$ cat src/rtl/peecc_run_controller.sv
// rtl/peecc_run_controller.sv - run sequencer for the encode/bus/decode datapath
//
// Purpose:
//   Drives the datapath stage enables for one run of NUM_WORDS generated words,
//   counts isequal mismatches during the check window, pulses done once the
//   pipeline has drained, captures the datapath statistics and holds them as
//   the run result until the next accepted start.
//
// Parameters:
//   NUM_WORDS    words generated per run (1..2047)
//   CHECK_DELAY  cycles from a word's en_gen_data cycle to its isequal cycle
//   ERR_W        width of the saturating mismatch counter
//
// Ports:
//   clk, rst                 clock, synchronous active-high reset
//   start                    run request, sampled only in IDLE and REPORT
//   isequal                  datapath compare result
//   max_reg, sum_transitions datapath statistics, captured after done
//   en_gen_data .. en_k_comp stage enables (registered)
//   done                     single-cycle end-of-run strobe to the datapath
//   busy                     run in progress
//   result_valid, pass       result qualifier and err_count == 0
//   err_count                saturating mismatch count
//   res_max_reg, res_sum     captured statistics
//
// Build option:
//   PEECC_CTRL_ERR_STOP_EN   when defined, the first mismatch aborts the run
//                            and jumps straight to DONE.

module peecc_run_controller #(
    parameter int NUM_WORDS   = 1000,
    parameter int CHECK_DELAY = 5,
    parameter int ERR_W       = 16
) (
    input  logic             clk,
    input  logic             rst,
    input  logic             start,
    input  logic             isequal,
    input  logic [4:0]       max_reg,
    input  logic [21:0]      sum_transitions,
    output logic             en_gen_data,
    output logic             en_enc,
    output logic             en_bus,
    output logic             en_dec,
    output logic             en_trans_count,
    output logic             en_k_comp,
    output logic             done,
    output logic             busy,
    output logic             result_valid,
    output logic             pass,
    output logic [ERR_W-1:0] err_count,
    output logic [4:0]       res_max_reg,
    output logic [21:0]      res_sum
);

    // The shift register must be at least four deep to provide the fixed
    // stage taps, and deep enough to reach the check-valid tap.
    localparam int SR_LEN = (CHECK_DELAY > 4) ? CHECK_DELAY : 4;
    localparam logic [10:0] LAST_WORD = 11'(NUM_WORDS - 1);

    typedef enum logic [2:0] {
        S_IDLE,
        S_RUN,
        S_DRAIN,
        S_DONE,
        S_CAPTURE,
        S_REPORT
    } state_t;

    state_t            state_q, state_d;
    logic [10:0]       word_cnt_q, word_cnt_d;
    // sr_q[i] is tap i+1: en_gen_data delayed by i+1 cycles.
    logic [SR_LEN-1:0] sr_q, sr_d;
    logic [ERR_W-1:0]  err_q, err_d;
    logic              en_gen_q, en_gen_d;
    logic              done_q, done_d;
    logic              busy_q, busy_d;
    logic              rv_q, rv_d;
    logic              pass_q, pass_d;
    logic [4:0]        res_max_q, res_max_d;
    logic [21:0]       res_sum_q, res_sum_d;

    logic              check_valid;
    logic              mismatch;
    logic              accept;

    assign check_valid = sr_q[CHECK_DELAY-1];
    assign mismatch    = check_valid && !isequal;
    assign accept      = ((state_q == S_IDLE) || (state_q == S_REPORT)) && start;

    always_comb begin
        state_d    = state_q;
        word_cnt_d = word_cnt_q;
        sr_d       = {sr_q[SR_LEN-2:0], en_gen_q};
        err_d      = err_q;
        res_max_d  = res_max_q;
        res_sum_d  = res_sum_q;

        // Mismatch counting does not depend on the FSM state; only a new
        // run clears the counter.
        if (mismatch && (err_q != {ERR_W{1'b1}})) begin
            err_d = err_q + 1'b1;
        end

        unique case (state_q)
            S_IDLE, S_REPORT: begin
                if (start) begin
                    state_d    = S_RUN;
                    word_cnt_d = '0;
                    err_d      = '0;
                end
            end
            S_RUN: begin
                word_cnt_d = word_cnt_q + 11'd1;
                if (word_cnt_q == LAST_WORD) begin
                    state_d = S_DRAIN;
                end
            end
            S_DRAIN: begin
                // Leave once the shift register is about to be empty, so the
                // last check-valid cycle is immediately followed by DONE.
                if (sr_d == '0) begin
                    state_d = S_DONE;
                end
            end
            S_DONE: begin
                state_d = S_CAPTURE;
            end
            S_CAPTURE: begin
                // The datapath has updated its statistics on the done edge.
                res_max_d = max_reg;
                res_sum_d = sum_transitions;
                state_d   = S_REPORT;
            end
            default: begin
                state_d = S_IDLE;
            end
        endcase

`ifdef PEECC_CTRL_ERR_STOP_EN
        // First mismatch aborts: flush the pipeline enables and finish the
        // run with a partial result.
        if (mismatch) begin
            state_d = S_DONE;
            sr_d    = '0;
        end
`endif

        // Output flops are loaded from the next state so every output is
        // a register with no input-to-output combinational path.
        en_gen_d = (state_d == S_RUN);
        done_d   = (state_d == S_DONE);
        busy_d   = (state_d == S_RUN) || (state_d == S_DRAIN) ||
                   (state_d == S_DONE) || (state_d == S_CAPTURE);
        rv_d     = (state_d == S_REPORT);
        pass_d   = (state_d == S_REPORT) && (err_d == '0);
    end

    always_ff @(posedge clk) begin
        if (rst) begin
            state_q    <= S_IDLE;
            word_cnt_q <= '0;
            sr_q       <= '0;
            err_q      <= '0;
            en_gen_q   <= 1'b0;
            done_q     <= 1'b0;
            busy_q     <= 1'b0;
            rv_q       <= 1'b0;
            pass_q     <= 1'b0;
            res_max_q  <= '0;
            res_sum_q  <= '0;
        end else begin
            state_q    <= state_d;
            word_cnt_q <= word_cnt_d;
            sr_q       <= sr_d;
            err_q      <= err_d;
            en_gen_q   <= en_gen_d;
            done_q     <= done_d;
            busy_q     <= busy_d;
            rv_q       <= rv_d;
            pass_q     <= pass_d;
            res_max_q  <= res_max_d;
            res_sum_q  <= res_sum_d;
        end
    end

    assign en_gen_data    = en_gen_q;
    assign en_enc         = sr_q[0];
    assign en_bus         = sr_q[1];
    assign en_dec         = sr_q[2];
    assign en_trans_count = sr_q[2];
    assign en_k_comp      = sr_q[3];
    assign done           = done_q;
    assign busy           = busy_q;
    assign result_valid   = rv_q;
    assign pass           = pass_q;
    assign err_count      = err_q;
    assign res_max_reg    = res_max_q;
    assign res_sum        = res_sum_q;

endmodule

$ cat config.mk
export PLATFORM = sky130hd
export DESIGN_NAME = peecc_run_controller
export DESIGN_NICKNAME = d
export VERILOG_FILES = /design/src/rtl/peecc_run_controller.sv
export SDC_FILE = /design/constraint.sdc
export NUM_CORES = 1
export LEC_CHECK = 0
export CORE_AREA = 5 5 85 87
export DETAILED_ROUTE_END_ITERATION = 12
export DIE_AREA = 0 0 90 92
export PLACE_DENSITY = 0.84
export SLEW_MARGIN = 15
export SYNTH_ARGS = -nofsm -noshare
export SYNTH_HDL_FRONTEND = slang
export SYNTH_SLANG_ARGS = --single-unit
$ cat constraint.sdc
create_clock -name clk -period 4.8 [get_ports clk]
set_input_delay 0.48 -clock clk [delete_from_list [all_inputs] [get_ports clk]]
set_output_delay 0.48 -clock clk [all_outputs]
set_load 0.05 [all_outputs]
# Yosys cells after proc, flatten, opt, wreduce, memory -nomap -nowiden
# Index checks and enable logic that the tools add are counted.
[word_totals]
ff_bits = 67
out_inout_bits = 53
in_bits = 31
word_cells = 48
[op_classes]
eq_ne = 13
mux = 9
reduce_logical = 13
add_sub_neg = 2
[op_table]
columns = ["op", "n"]
rows = [
  ["$mux 16", 3],
  ["$pmux 11 s2", 1],
  ["$add 16x1->16 const B", 1],
  ["$logic_not 16->1", 1],
  ["$ne 16x16->1 const B", 1],
  ["$pmux 3 s5", 1],
  ["$eq 3x2->1 const B", 4],
  ["$eq 3x3->1 const B", 4],
  ["$add 11x1->11 const B", 1],
  ["$eq 11x10->1 const B", 1],
  ["$mux 11", 1],
  ["$mux 3", 3],
  ["$eq 3x1->1 const B", 2],
  ["$logic_not 5->1", 1],
  ["$logic_and 1x1->1", 3],
  ["$logic_not 3->1", 1],
  ["$logic_or 1x1->1", 3],
  ["$ne 2x2->1 const B", 1],
  ["$reduce_and 2->1", 1],
  ["$reduce_bool 2->1", 1],
  ["$reduce_or 2->1", 1],
  ["$logic_not 1->1", 1],
]

# Longest topological paths before layout
# Gate-level depths: netlist (run 1).
[depth]
depth_word = 8
mapped_depth = 9

# Worst setup path after synthesis (run 1)
# No wires, ideal clock.
[synth_timing]
kind = "register to register"
from = "reg err_q[0], in the netlist err_count[0]"
to = "reg pass_q, in the netlist pass"
period_less_slack_ns = 2.340
setup_time_ns = 0.121
path_stages_with_launch = 9
t_arrival_ns = 2.219
slack_ns = 2.460
cell_sequence = "dfxtp_1 ha_1 buf_4 nand4_2 nor4b_4 nor2_1 a41o_1 o22ai_1 nor4_2"
[synth_between]
elab_chain_cells = 7
[synth_rtl]
columns = ["item", "line_no", "rtl"]
rows = [
  ["from (decl)", "74", "logic [ERR_W-1:0] err_q, err_d;"],
  ["from (signal assigned)", "176", "err_q <= err_d;"],
  ["branches (longest 2 deep; another with $add 16x1->16)", "--", ""],
  ["$mux 16 *", "101", "if (mismatch && (err_q != {ERR_W{1'b1}})) begin"],
  ["$mux 16", "107", "if (start) begin"],
  ["$mux 16 *", "105", "unique case (state_q)"],
  ["$logic_not 16->1 *", "156", "pass_d = (state_d == S_REPORT) && (err_d == '0);"],
  ["$logic_and 1x1->1 *", "156", ""],
  ["to (signal assigned)", "181", "pass_q <= pass_d;"],
  ["to (decl)", "79", "logic pass_q, pass_d;"],
]
# Mark *: on every way between the ends.
# A chain may end at the register's enable or synchronous reset.

# Final worst setup path (run 1)
# Ends and elaborated chain as after synthesis.

==> reports/results.tsv, run 1 <==
stage	metric	value	unit
run_status	status	finished, final reports clean	
critical_path	reg2reg_slack	2.46	ns
timing	min_period	2.34	ns
floorplan	dieArea	0.00828	sq mm
drt	wl_per_cell	14.3	um
yosys	ys_top_cells_by_count	nand2_1 (77), dfxtp_1 (67), a21oi_1 (40), nor2_1 (40), clkbuf_1 (14)	
critical_path	critPathKind	reg2reg	
power	p_leak	1.40	nW
yosys	syn_avg_cell_area	8.02	sq um
yosys	syn_nets	408	
critical_path	critPathBufInv	0	
drt	drc	0	
timing	setup_violations	0	
drt	wirelength	7.53	mm
grt	grt.total_usage	0.185	
clock_network	numCtsBuffers	9	
critical_path	crit_cells	7	
clock_network	cts-resized-gates	0	
clock_network	post_cts_buffers	0	
clock_network	worst_skew_pair.late_latency	0.34	ns
drt	first_iter_violations	209	
critical_path	r2r_cells	7	
yosys	synth-seq-area-share	0.446	
drt	postRouteAntennaNets	0	
timing	tns	0	ns
layout	final_nets	478	
clock_network	clk_path_buf_depth	2	
timing	max_freq	0.427	GHz
critical_path	crit_family	simple AND/OR/NAND/NOR gates	
floorplan	io_pins	84	
yosys	yosysWarnings	0	
yosys	yosysTopAreaCell	dfxtp_1	
place	hpwlAfterDp	5.16	mm
critical_path	crit_chain	ha_1 > nand4_2 > nor3_2 > o211ai_1 > a22oi_1 > o22ai_1 > nor4_2	
layout	areaGrowthSynthToFinish	34.4	%
layout	stdcell_count	527	
yosys	synth-edff-count	0	
power	ir_drop	0.221	mV
yosys	synth_seq_cells	67	
yosys	syn_inst	375	
floorplan	start_util	0.479	
timing	hold_viol	0	
yosys	yosysTopAreaCellShare	0.446	
grt	grt_pass1_wl	12.8	mm
drt	first_pass_iters	4	
worst_hold_path	hold_path.class	reg2reg	
critical_path	cp.arrival	2.59	ns
yosys	synth.cell_area	0.00301	sq mm
clock_network	htreeDepth	3	
yosys	yosys.cell_count.top_type	nand2_1	
grt	grt_max_degree	45	
worst_hold_path	holdPathStages	2	
timing	clock_skew	0.00965	ns
critical_path	critPathMaxFanout	9	
layout	diodes	0	
floorplan	num_rows	29	
yosys	ys_top_cells_by_area	dfxtp_1 (45%), nand2_1 (9.6%), a21oi_1 (6.7%)	
yosys	async_flop_share	0	
power	power_density	289	mW/mm^2
place	numPortBuffers	83	
clock_network	hold_buffers	0	
timing	rsz0062_at_grt	false	
yosys	ys_types	53	
critical_path	max_stage_delay	0.45	ns
floorplan	die_x	90	um
timing	finalCritPeriodShare	0.488	
critical_path	cp.required	5.05	ns
timing	fin_hold_ws	0.453	ns
clock_network	clock_sinks	67	
timing	slew_headroom	0.648	
drt	num_vias	2917	
clock_network	tritoncts	yes	
critical_path	cp_slowest_cell	dfxtp_1	
floorplan	core_area	0.00628	sq mm
critical_path	end_kind	flip-flop	
yosys	synthFlopType	dfxtp_1	
grt	gr-total-overflow	0	
run	max_cap_viol_count	0	
layout	largest_reg_flops	22	
clock_network	clkSlewWorstSetupHoldPaths	0.08	ns
drt	vias_per_cell	5.54	
grt	grt_pass1_vias	2835	
place	place.gp.congestion	0.893	
clock_network	clockRootBuffer	clkbuf_8	
place	placed_cells	511	
layout	drive_gt1_frac	0.0667	
floorplan	dieHeight	92	um
timing	worst_pin_slew	0.527	ns
timing	final_max_slew_viol_count	0	
grt	antenna_found_initial	0	
critical_path	startpoint_type	flip-flop	
[per-stage QoR]
stage	worst slack (ns)	instance area, sq um	total power [mW]	util
after floorplan	2.46	3010	0.610	-
after global placement	2.47	3820	0.645	0.608
after detailed placement	2.43	3820	0.646	0.608
after CTS	2.50	4040	1.18	0.644
after global routing	2.23	4040	1.21	0.644
final	2.46	4040	1.17	0.644
[report_power, final]
group          total (mW)  internal [mW]  switching [mW]
clock               0.533          0.320           0.213
combinational      0.0691         0.0337          0.0354
sequential          0.565          0.560         0.00497
[tightest hold or removal path, delay by kind of cell, from the launching register on]
kind	cells	cell delay [ns]
AND/OR/NAND/NOR	1	0.05
flip-flops	1	0.31
AO/OA/AOI/OAI	1	0.05
[cells in the final DEF, fill, tap and decap left out, types with 4 or more instances in the layout]
| master | instances |
|---|---|
| nor3_1 | 9 |
| nand2_1 | 77 |
| nor2b_1 | 8 |
| clkbuf_8 | 11 |
| inv_1 | 6 |
| a31oi_1 | 8 |
| nand2b_1 | 4 |
| nor2_1 | 40 |
| clkdlybuf4s50_1 | 83 |
| dfxtp_1 | 67 |
| xor2_1 | 7 |
| or3_1 | 6 |
| nand4_1 | 9 |
| nand3_1 | 9 |
| and3_1 | 4 |
| a21oi_1 | 40 |
| o21ai_0 | 8 |
[routing by layer]
metal	vias up	GRT usage	part of all wire
li1	1431	-	-
met1	1328	0.210	0.40
met2	142	0.289	0.44
met3	16	0.0941	0.14
met4	0	0.0868	0.019
met5	-	0	0
[final timing paths]
path	startpoint	endpoint
min reg2reg	res_max_reg[1]	res_max_reg[1]
max reg2reg	err_count[0]	pass
min	res_max_reg[1]	res_max_reg[1]
max	err_count[0]	pass
[layout make-up]
class	instances	area, sq um
fillers	516	2230
multi-input cells	276	1510
flip-flops and latches	67	1340
repair buffers	85	846
clock buffers	12	155
well taps	77	96.3
clock inverters	4	72.6
inverters	6	22.5
[kinds of logic (layout without fill, tap and decap cells)]
kind of cell	after synthesis	in the layout	share of synthesized area
DFF	67	67	0.446
AOI/OAI and AO/OA	77	77	0.154
xor gates and xnor gates	10	10	0.0291
muxes	3	3	0.0108
adders and majority gates	2	2	0.00832
and+or+nand+nor	184	184	0.300
buffers and inverters	32	107	0.0520
No activity file was read; power rests on OpenSTA's default activity.
==> run 2, diff against run 1 <==
Settings changed: CORE_AREA 5 5 85 87 to 5 5 86 88, DIE_AREA 0 0 90 92 to 0 0 91 93, PLACE_DENSITY 0.84 to 0.83.
Clock period 4.8 ns to 2.2 ns, I/O delays scaled along.
==> run 2 against run 1 <==
  * Utilization shrank 1.6 points
  * Combinational power increased by 130%
  * Maximum frequency increased by 15%
  * Clock skew up 0.00075 ns
  * Power rose by 110%
  * Register-to-register slack lost 2.3 ns
  * Critical endpoint unchanged
  * Largest power group unchanged
==> reports/results.tsv, run 2 (same netlist as run 1, synthesis figures left out) <==
stage	metric	value	unit	change
run_status	status	finished, final reports clean		
power	ir_drop	0.442	mV	+100%
timing	finalCritPeriodShare	0.926		+0.438
floorplan	die_x	91	um	+1.1%
floorplan	io_pins	84		unchanged
drt	first_pass_iters	4		unchanged
layout	final_cell_mix	clkdlybuf4s50_1 (83), nand2_1 (77), dfxtp_1 (64)		
grt	antenna_found_initial	0		unchanged
place	dpl_cell_area	0.00388	sq mm	+1.7%
timing	clock_skew	0.0104	ns	+0.000748 ns
worst_hold_path	hold_path.class	in2reg		
layout	design_area	0.00413	sq mm	+2.0%
timing	worst_pin_slew	0.561	ns	+0.0342 ns
layout	final_core_utilization	0.628		-0.0162
layout	diodes	0		unchanged
drt	first_iter_violations	147		-30%
drt	postRouteAntennaNets	0		unchanged
floorplan	dieArea	0.00846	sq mm	+2.2%
power	power_frac_comb	0.063		+0.004
critical_path	reg2reg_slack	0.16	ns	-2.29 ns
grt	grt_max_degree	33		-27%
layout	fillers	550		+6.6%
clock_network	numCtsBuffers	9		unchanged
power	p_switching	0.559	mW	+120%
timing	slew_headroom	0.625		-0.0228
grt	grt_pass1_wl	12.7	mm	-0.64%
layout	areaGrowthSynthToFinish	37.1	%	
clock_network	clockRootBuffer	clkbuf_8		
power	swShare	0.224		+0.00691
timing	max_freq	0.491	GHz	+15%
power	p_int	1.94	mW	+110%
power	power_density	605	mW/mm^2	+110%
floorplan	num_rows	30		+3.4%
timing	min_period	2.04	ns	-0.305 ns
critical_path	max_stage_delay	0.41	ns	-0.04 ns
place	place.gp.congestion	0.878		-1.6%
critical_path	crit_chain	ha_1 > nand4_4 > nor4b_4 > buf_4 > o21bai_1 > a21oi_1 > o22ai_1 > nor4_2		
timing	final_max_slew_viol_count	0		unchanged
place	numPortBuffers	83		unchanged
power	power_frac_clock	0.445		-0.012
critical_path	critPathKind	reg2reg		
drt	num_vias	2908		-0.31%
clock_network	htreeDepth	3		unchanged
clock_network	worst_skew_pair.late_latency	0.34	ns	about the same
layout	largest_reg_flops	22		unchanged
grt	grt_pass1_vias	2867		+1.1%
layout	final_common_cell	clkdlybuf4s50_1		
critical_path	cp.required	2.45	ns	-2.60 ns
drt	drc	0		unchanged
floorplan	start_util	0.458		-0.0213
timing	fin_hold_ws	0.424	ns	-0.0285 ns
clock_network	clock_sinks	67		unchanged
clock_network	clk_path_buf_depth	2		unchanged
place	hpwlAfterDp	5.62	mm	+8.9%
floorplan	core_area	0.00657	sq mm	+4.6%
grt	grt.total_usage	0.183		-0.00196
critical_path	cp.arrival	2.29	ns	-0.30 ns
layout	drive_gt1_frac	0.0937		+0.0270
floorplan	dieHeight	93	um	+1.1%
critical_path	startpoint_type	flip-flop		
timing	hold_viol	0		unchanged
power	p_total	2.50	mW	+110%
critical_path	critPathMaxFanout	6		-3
run	max_cap_viol_count	0		unchanged
drt	wirelength	7.69	mm	+2.1%
drt	vias_per_cell	5.40		-2.5%
critical_path	cp_slowest_cell	dfxtp_2		
critical_path	end_kind	flip-flop		
drt	wl_per_cell	14.3	um	-0.17%
grt	gr-total-overflow	0		unchanged
clock_network	clkSlewWorstSetupHoldPaths	0.08	ns	about the same
timing	setup_violations	0		unchanged
clock_network	tritoncts	yes		
clock_network	hold_buffers	0		unchanged
power	p_leak	1.47	nW	+4.7%
layout	final_nets	487		+1.9%
timing	tns	0	ns	unchanged
power	seqPwrFrac	0.493		+0.009
run 2: cell types whose count changed in the layout (fill, tap and decap cells not counted):
cell,previous run,this run
and2_1,2,1
and2_2,0,1
buf_4,2,11
clkbuf_8,11,9
clkinv_4,0,2
dfxtp_1,67,64
dfxtp_2,0,3
nand4_2,1,0
nand4_4,0,1
nor3_2,2,1
nor3_4,0,1
run 2: power by group through the flow:
stage          sequential (mW)  combinational, mW  clock [mW]
3_5_place_dp              1.26              0.156           0
2_1_floorplan             1.27             0.0592           0
3_3_place_gp              1.26              0.153           0
6_report                  1.23              0.156        1.11
4_1_cts                   1.23              0.156        1.13
5_1_grt                   1.23              0.171        1.20
run 2: cell type report:
class	instances	area (sq um)	area share
Clock inverter	6	90.1	0.0218
Inverter	6	22.5	0.00546
Clock buffer	10	128	0.0309
Tap cell	80	100	0.0243
Timing Repair Buffer	94	913	0.221
Sequential cell	67	1350	0.326
Multi-Input combinational cell	276	1530	0.370
run 2: final timing paths:
| path | depth (start not counted) | from | end |
|---|---|---|---|
| worst max-delay path | 8 | err_count[0] | pass |
| worst min-delay path | 3 | sum_transitions[11] | res_sum[11] |
| worst max register to register | 8 | err_count[0] | pass |
| worst min register to register | 2 | res_sum[8] | res_sum[8] |
run 2: per-layer routing:
layer,part of all wire,track usage,vias to the layer above
met5,0,0,-
met4,0.014,0.0831,0
met3,0.12,0.0925,14
met2,0.47,0.305,111
met1,0.39,0.193,1327
li1,-,-,1456
run 2: per-stage QoR:
step | cells | setup WS [ns]
global route | 539 | -0.0114
finish | 539 | 0.162
CTS | 538 | 0.0971
global placement | 522 | 0.117
detailed placement | 522 | 0.0304
floorplan | 375 | 0.0811
run 2: worst max-delay path, delay by kind of cell, from the launching register on:
family          cells  cell delay (ns)
compound gates      3             0.33
fa+ha+maj           1             0.24
buf+inv             1             0.17
flops               1             0.41
simple gates        3             0.79
run 2: what timing repair did:
action,in CTS,in global routing
setup endpoints to repair,0,1
gates resized for setup,0,4
buffers inserted,0,1
==> run 3, diff against run 2 <==
Settings changed: SKIP_CTS_REPAIR_TIMING set to 1.
==> results of run 3 <==
Final layout, timing and power as in run 2 (identical DEF).
==> variant 1, RTL diff (config.mk and constraints of run 2) <==
Make the reset (`rst`) asynchronous in one clocked block. Comments in the files are not updated.
--- a/src/rtl/peecc_run_controller.sv
+++ b/src/rtl/peecc_run_controller.sv
@@ -157,5 +157,5 @@
     end
 
-    always_ff @(posedge clk) begin
+    always_ff @(posedge clk or posedge rst) begin
         if (rst) begin
             state_q    <= S_IDLE;
Formal check against the unedited RTL: differs if rst is asserted again (counterexample within 4 cycles, from zero or initial values and one cycle with rst high); with rst held inactive, the same outputs for 10 cycles.
==> variant 1 against run 2 <==
Final area increased by 3.9%; clock skew fell by 0.0048 ns; wire length fell by 11%; die area is the same; sequential share of layout area up 6.7 points; area after synthesis hardly changed; worst setup slack got worse by 0.12 ns; sequential cell count stayed put; synthesized cell count is 30% lower; via count shrank 17%; critical path depth is the same.
Power is not compared: it rests on default switching activity, and its combinational part moved more than twofold at a synthesized area within 25%.
==> variant 1: results (changes against run 2) <==
worst slack at placement=-0.221 ns (was 0.0304 ns); bufs w/o clock=103 (was 94); Final HPWL DP=5000 um (was 5620 um); vias per inst=5.34 (was 5.40); CP arrival=2.40 ns (was 2.29 ns); Cell Count, Final, Fillers Out=450 (was 539); Slew headroom=62.9% (was 62.5%); largest class=registers (was multi-input gates); placer congestion estimate=0.868 (was 0.878); Placed Area=4040 sq um (was 3880 sq um); status=complete, no violations (unchanged); multi-input logic cell count=182 (was 276); reg-to-reg startpoint=err_count[0] (unchanged); async set-reset flop share out of synthesis=100% (was 0%); number of distinct library cells after synthesis=43 (was 53); clock network area share=4.73% (was 5.28%); Logic inverters=2 (was 6); dominant cells by area after synthesis=dfrtp_1, mux2_2, nor2_1 (was dfxtp_1, nand2_1, a21oi_1); Total GRT Usage=17.4% (was 18.3%); skew final=0.00559 ns (was 0.0104 ns); sequential cell area=1690 sq um (was 1350 sq um); worst hold path class=primary input to async pin (was primary input to register); largest net degree at the start of global routing=68 (was 33); WL/cell=15.3 um (was 14.3 um); Largest register FFs=22 (unchanged); prevailing post-synth register cell=dfrtp_1 (was dfxtp_1); synthesized net count=296 (was 408); Signal buf overhead=23.5% (was 22.1%); final design utilization=65.3% (was 62.8%); vias in the first global route=2,331 (was 2,867); R2R Path End=pass (unchanged); nets=398 (was 487); worst-case hold slack=0.276 ns (was 0.424 ns); share of the cycle needed by the critical path after routing=98.2% (was 92.6%); top cells by count, synth=dfrtp_1, mux2_2, nor2_1, nand2_1, o21ai_0 (was nand2_1, dfxtp_1, a21oi_1, nor2_1, clkbuf_1); global-route wire length before repair=11,800 um (was 12,700 um); area occupied by multi-input gates=1290 sq um (was 1530 sq um); Crit path largest cell delay=0.50 ns (was 0.41 ns); sequential-to-total area share from yosys stat=55.8% (was 44.6%); Starting DRT DRC Count=83 (was 147); Crit-path slowest cell=or4_1 (was dfxtp_2); share of cells above drive strength 1=22.7% (was 9.37%); placed cell count=432 (was 522)
variant 1: cell types whose count changed in the layout (fill, tap and decap cells not counted), moves of 17 or more:
| cell | run 2 | this run |
|---|---|---|
| nand2_1 | 77 | 16 |
| a21oi_1 | 40 | 6 |
| nor2_1 | 40 | 23 |
| dfxtp_1 | 64 | 0 |
| mux2_2 | 2 | 27 |
| dfrtp_1 | 0 | 60 |
variant 1: kinds of logic (layout without fill, tap and decap cells):
kind of cell / count (synthesis) / count (layout) / share of synthesized area, %
buffers and inverters: 14 / 121 / 2.46
adders and majority gates: 2 / 2 / 0.833
DFF: 67 / 67 / 55.8
xor gates and xnor gates: 12 / 12 / 3.50
AOI/OAI and AO/OA: 35 / 35 / 6.99
muxes: 30 / 30 / 11.1
and+or+nand+nor: 103 / 103 / 19.3
variant 1: metal layers:
layer | wire length [um] | track usage [%] | share of wire (%)
met3 | 394 | 5.15 | 5.7
met5 | 0 | 0 | 0
met4 | 168 | 7.33 | 2.4
met2 | 3360 | 26.9 | 49
met1 | 2950 | 22.7 | 43
variant 1: critical path: cells and delay by family (launching register included):
family / cells / cell delay (ns)
simple gates: 4 / 0.82
flops: 1 / 0.41
compound gates: 1 / 0.31
fa+ha+maj: 1 / 0.21
mux: 1 / 0.16
buf+inv: 1 / 0.15
variant 1: power by group:
part           leakage, nW  switching [W]  internal, W  total, W
Sequential           0.828       0.000159      0.00139   0.00155
Combinational        0.921       0.000570     0.000402  0.000972
Clock                0.102       0.000485     0.000554   0.00104
Total                 1.85        0.00121      0.00235   0.00356
variant 1: what timing repair did:
action | in CTS | in global routing
endpoints found under the setup margin | 0 | 1
buffers inserted | 0 | 2
hold endpoints to repair | 0 | 0
hold buffers | 0 | 0
gates resized for setup | 0 | 9
==> variant 2, RTL diff (flow settings as in run 2) <==
Made on the original files. `NUM_WORDS`: 1000 -> 500.
--- a/src/rtl/peecc_run_controller.sv
+++ b/src/rtl/peecc_run_controller.sv
@@ -29,5 +29,5 @@
 
 module peecc_run_controller #(
-    parameter int NUM_WORDS   = 1000,
+    parameter int NUM_WORDS   = 500,
     parameter int CHECK_DELAY = 5,
     parameter int ERR_W       = 16
Formal check against the unedited RTL: same outputs for any inputs over 10 cycles, from zero or initial values and one cycle with rst high; that may be too few to reach the edited logic, so the function may still have changed.
==> variant 2 against run 2 <==
Sequential cell count did not move; final area rose by 4.7%; final cell count rose by 1.9%; clock skew fell by 0.0017 ns; area after synthesis rose by 0.50%; combinational power rose by 3%; power rose by 4.7%; count of clock-buffer cells in the layout rose by 1; worst setup slack got worse by 0.14 ns; wire length fell by 0.68%; via count rose by 1.1%; worst hold slack got worse by 0.32 ns; highest routed layer unchanged; largest cell class unchanged; critical path depth did not move.
==> variant 2: results (changes against run 2) <==
status=complete, no violations (unchanged); CP arrival=2.41 ns (was 2.29 ns); Peak VDD IR=0.000360 V (was 0.000442 V); Compound-Gate Fraction of Synth Area=13.6% (was 15.4%); global-route wire length before repair=12,400 um (was 12,700 um); synthesized net count=402 (was 408); Total GRT Usage=17.7% (was 18.3%); Final HPWL DP=5520 um (was 5620 um); nets=497 (was 487); placed cell count=529 (was 522); number of distinct library cells after synthesis=55 (was 53); Crit path largest cell delay=0.38 ns (was 0.41 ns); routed via count=2,940 (was 2,908); Reg2Reg Setup Slack=0.02 ns (was 0.16 ns); metal2 WL=3700 um (was 3650 um); WL final=7640 um (was 7690 um); vias in the first global route=2,805 (was 2,867); Fillers=527 (was 550); dominant cells by area after synthesis=dfxtp_1, nand2_1, a21oi_1 (unchanged); clk root buf=clkbuf_8 (unchanged); Post-Synth XOR/XNOR Area=4.35% (was 2.91%); largest net degree at the start of global routing=32 (was 33); share of cells above drive strength 1=15.8% (was 9.37%); mux share of post-synthesis cell area=1.12% (was 1.08%); placer congestion estimate=0.847 (was 0.878); drt pass-1 iters=4 (unchanged); met1 wire length=3050 um (was 3030 um); skew final=0.00868 ns (was 0.0104 ns); Mapped Avg Cell Area=8.19 sq um (was 8.02 sq um); vias per inst=5.36 (was 5.40); initial antenna violation count=0 (unchanged); sequential-to-total area share from yosys stat=44.4% (was 44.6%); maximum fanout along the worst path=4 (was 6); Crit-path slowest cell=a2111oi_2 (was dfxtp_2); worst slack at placement=-0.268 ns (was 0.0304 ns); Worst Max-Slew Pin Slew=0.523 ns (was 0.561 ns); hold_sp=rst (was sum_transitions[11]); Synth Area in Adders=0.828% (was 0.832%); minimum clock period=2.18 ns (was 2.04 ns); leak pwr=1.51 nW (was 1.47 nW); Placed Area=4040 sq um (was 3880 sq um); top cells by count, synth=nand2_1, dfxtp_1, a21oi_1, nor2_1, clkbuf_1 (unchanged); Starting DRT DRC Count=157 (was 147)
[variant 2: changes by cell type after synthesis, sizes merged, moves of 5 or more]
cell / run 2 / this run
nor4: 1 / 6
xnor2: 3 / 8
nand2: 77 / 70
nor2: 40 / 35
buf: 12 / 7
a31oi: 8 / 2
[variant 2: what timing repair did]
action | CTS | global route
setup buffers | 0 | 4
resized for setup | 0 | 3
hold buffers | 0 | 0
setup endpoints to repair | 0 | 1
hold endpoints to repair | 0 | 0
[variant 2: logic make-up after synthesis]
kind of cell,Yosys count
AOI/OAI and AO/OA,66
buffers and inverters,32
muxes,3
and+or+nand+nor,184
DFF,67
adders and majority gates,2
xor gates and xnor gates,15
[variant 2: worst min-delay path by stage]
stage | to | slack (ns) | cells after the start
floorplan | done | 0.30 | 1
CTS | done | 0.09 | 2
global placement | res_sum[10] | 0.44 | 2
finish | done | 0.10 | 2
detailed placement | done | 0.44 | 2
global route | done | 0.09 | 2
[variant 2: cell type report]
type,instances,area share (%)
inverters,8,0.695
clock buffers,11,3.27
flip-flops and latches,67,31.8
multi-input cells,270,36.2
repair buffers,108,23.5
clock inverters,5,2.32
well taps,80,2.32
[variant 2: layer usage]
layer / track usage (%) / vias to the layer above
met5: 0 / -
met4: 9.54 / 0
met3: 7.16 / 24
met2: 29.8 / 97
met1: 18.8 / 1364
li1: - / 1455
[variant 2: report_power, final]
group / total (W) / switching [W] / internal [W]
logic: 0.000160 / 0.0000785 / 0.0000812
registers: 0.00122 / 0.00000559 / 0.00121
clock network: 0.00124 / 0.000456 / 0.000781
[variant 2: per-stage QoR]
step                utilization, %  setup TNS, ns
finish                        65.8              0
global route                  65.8         -0.137
detailed placement            61.4         -0.268
floorplan                        -        -0.0964
global placement              61.4         -0.225
CTS                           65.1              0
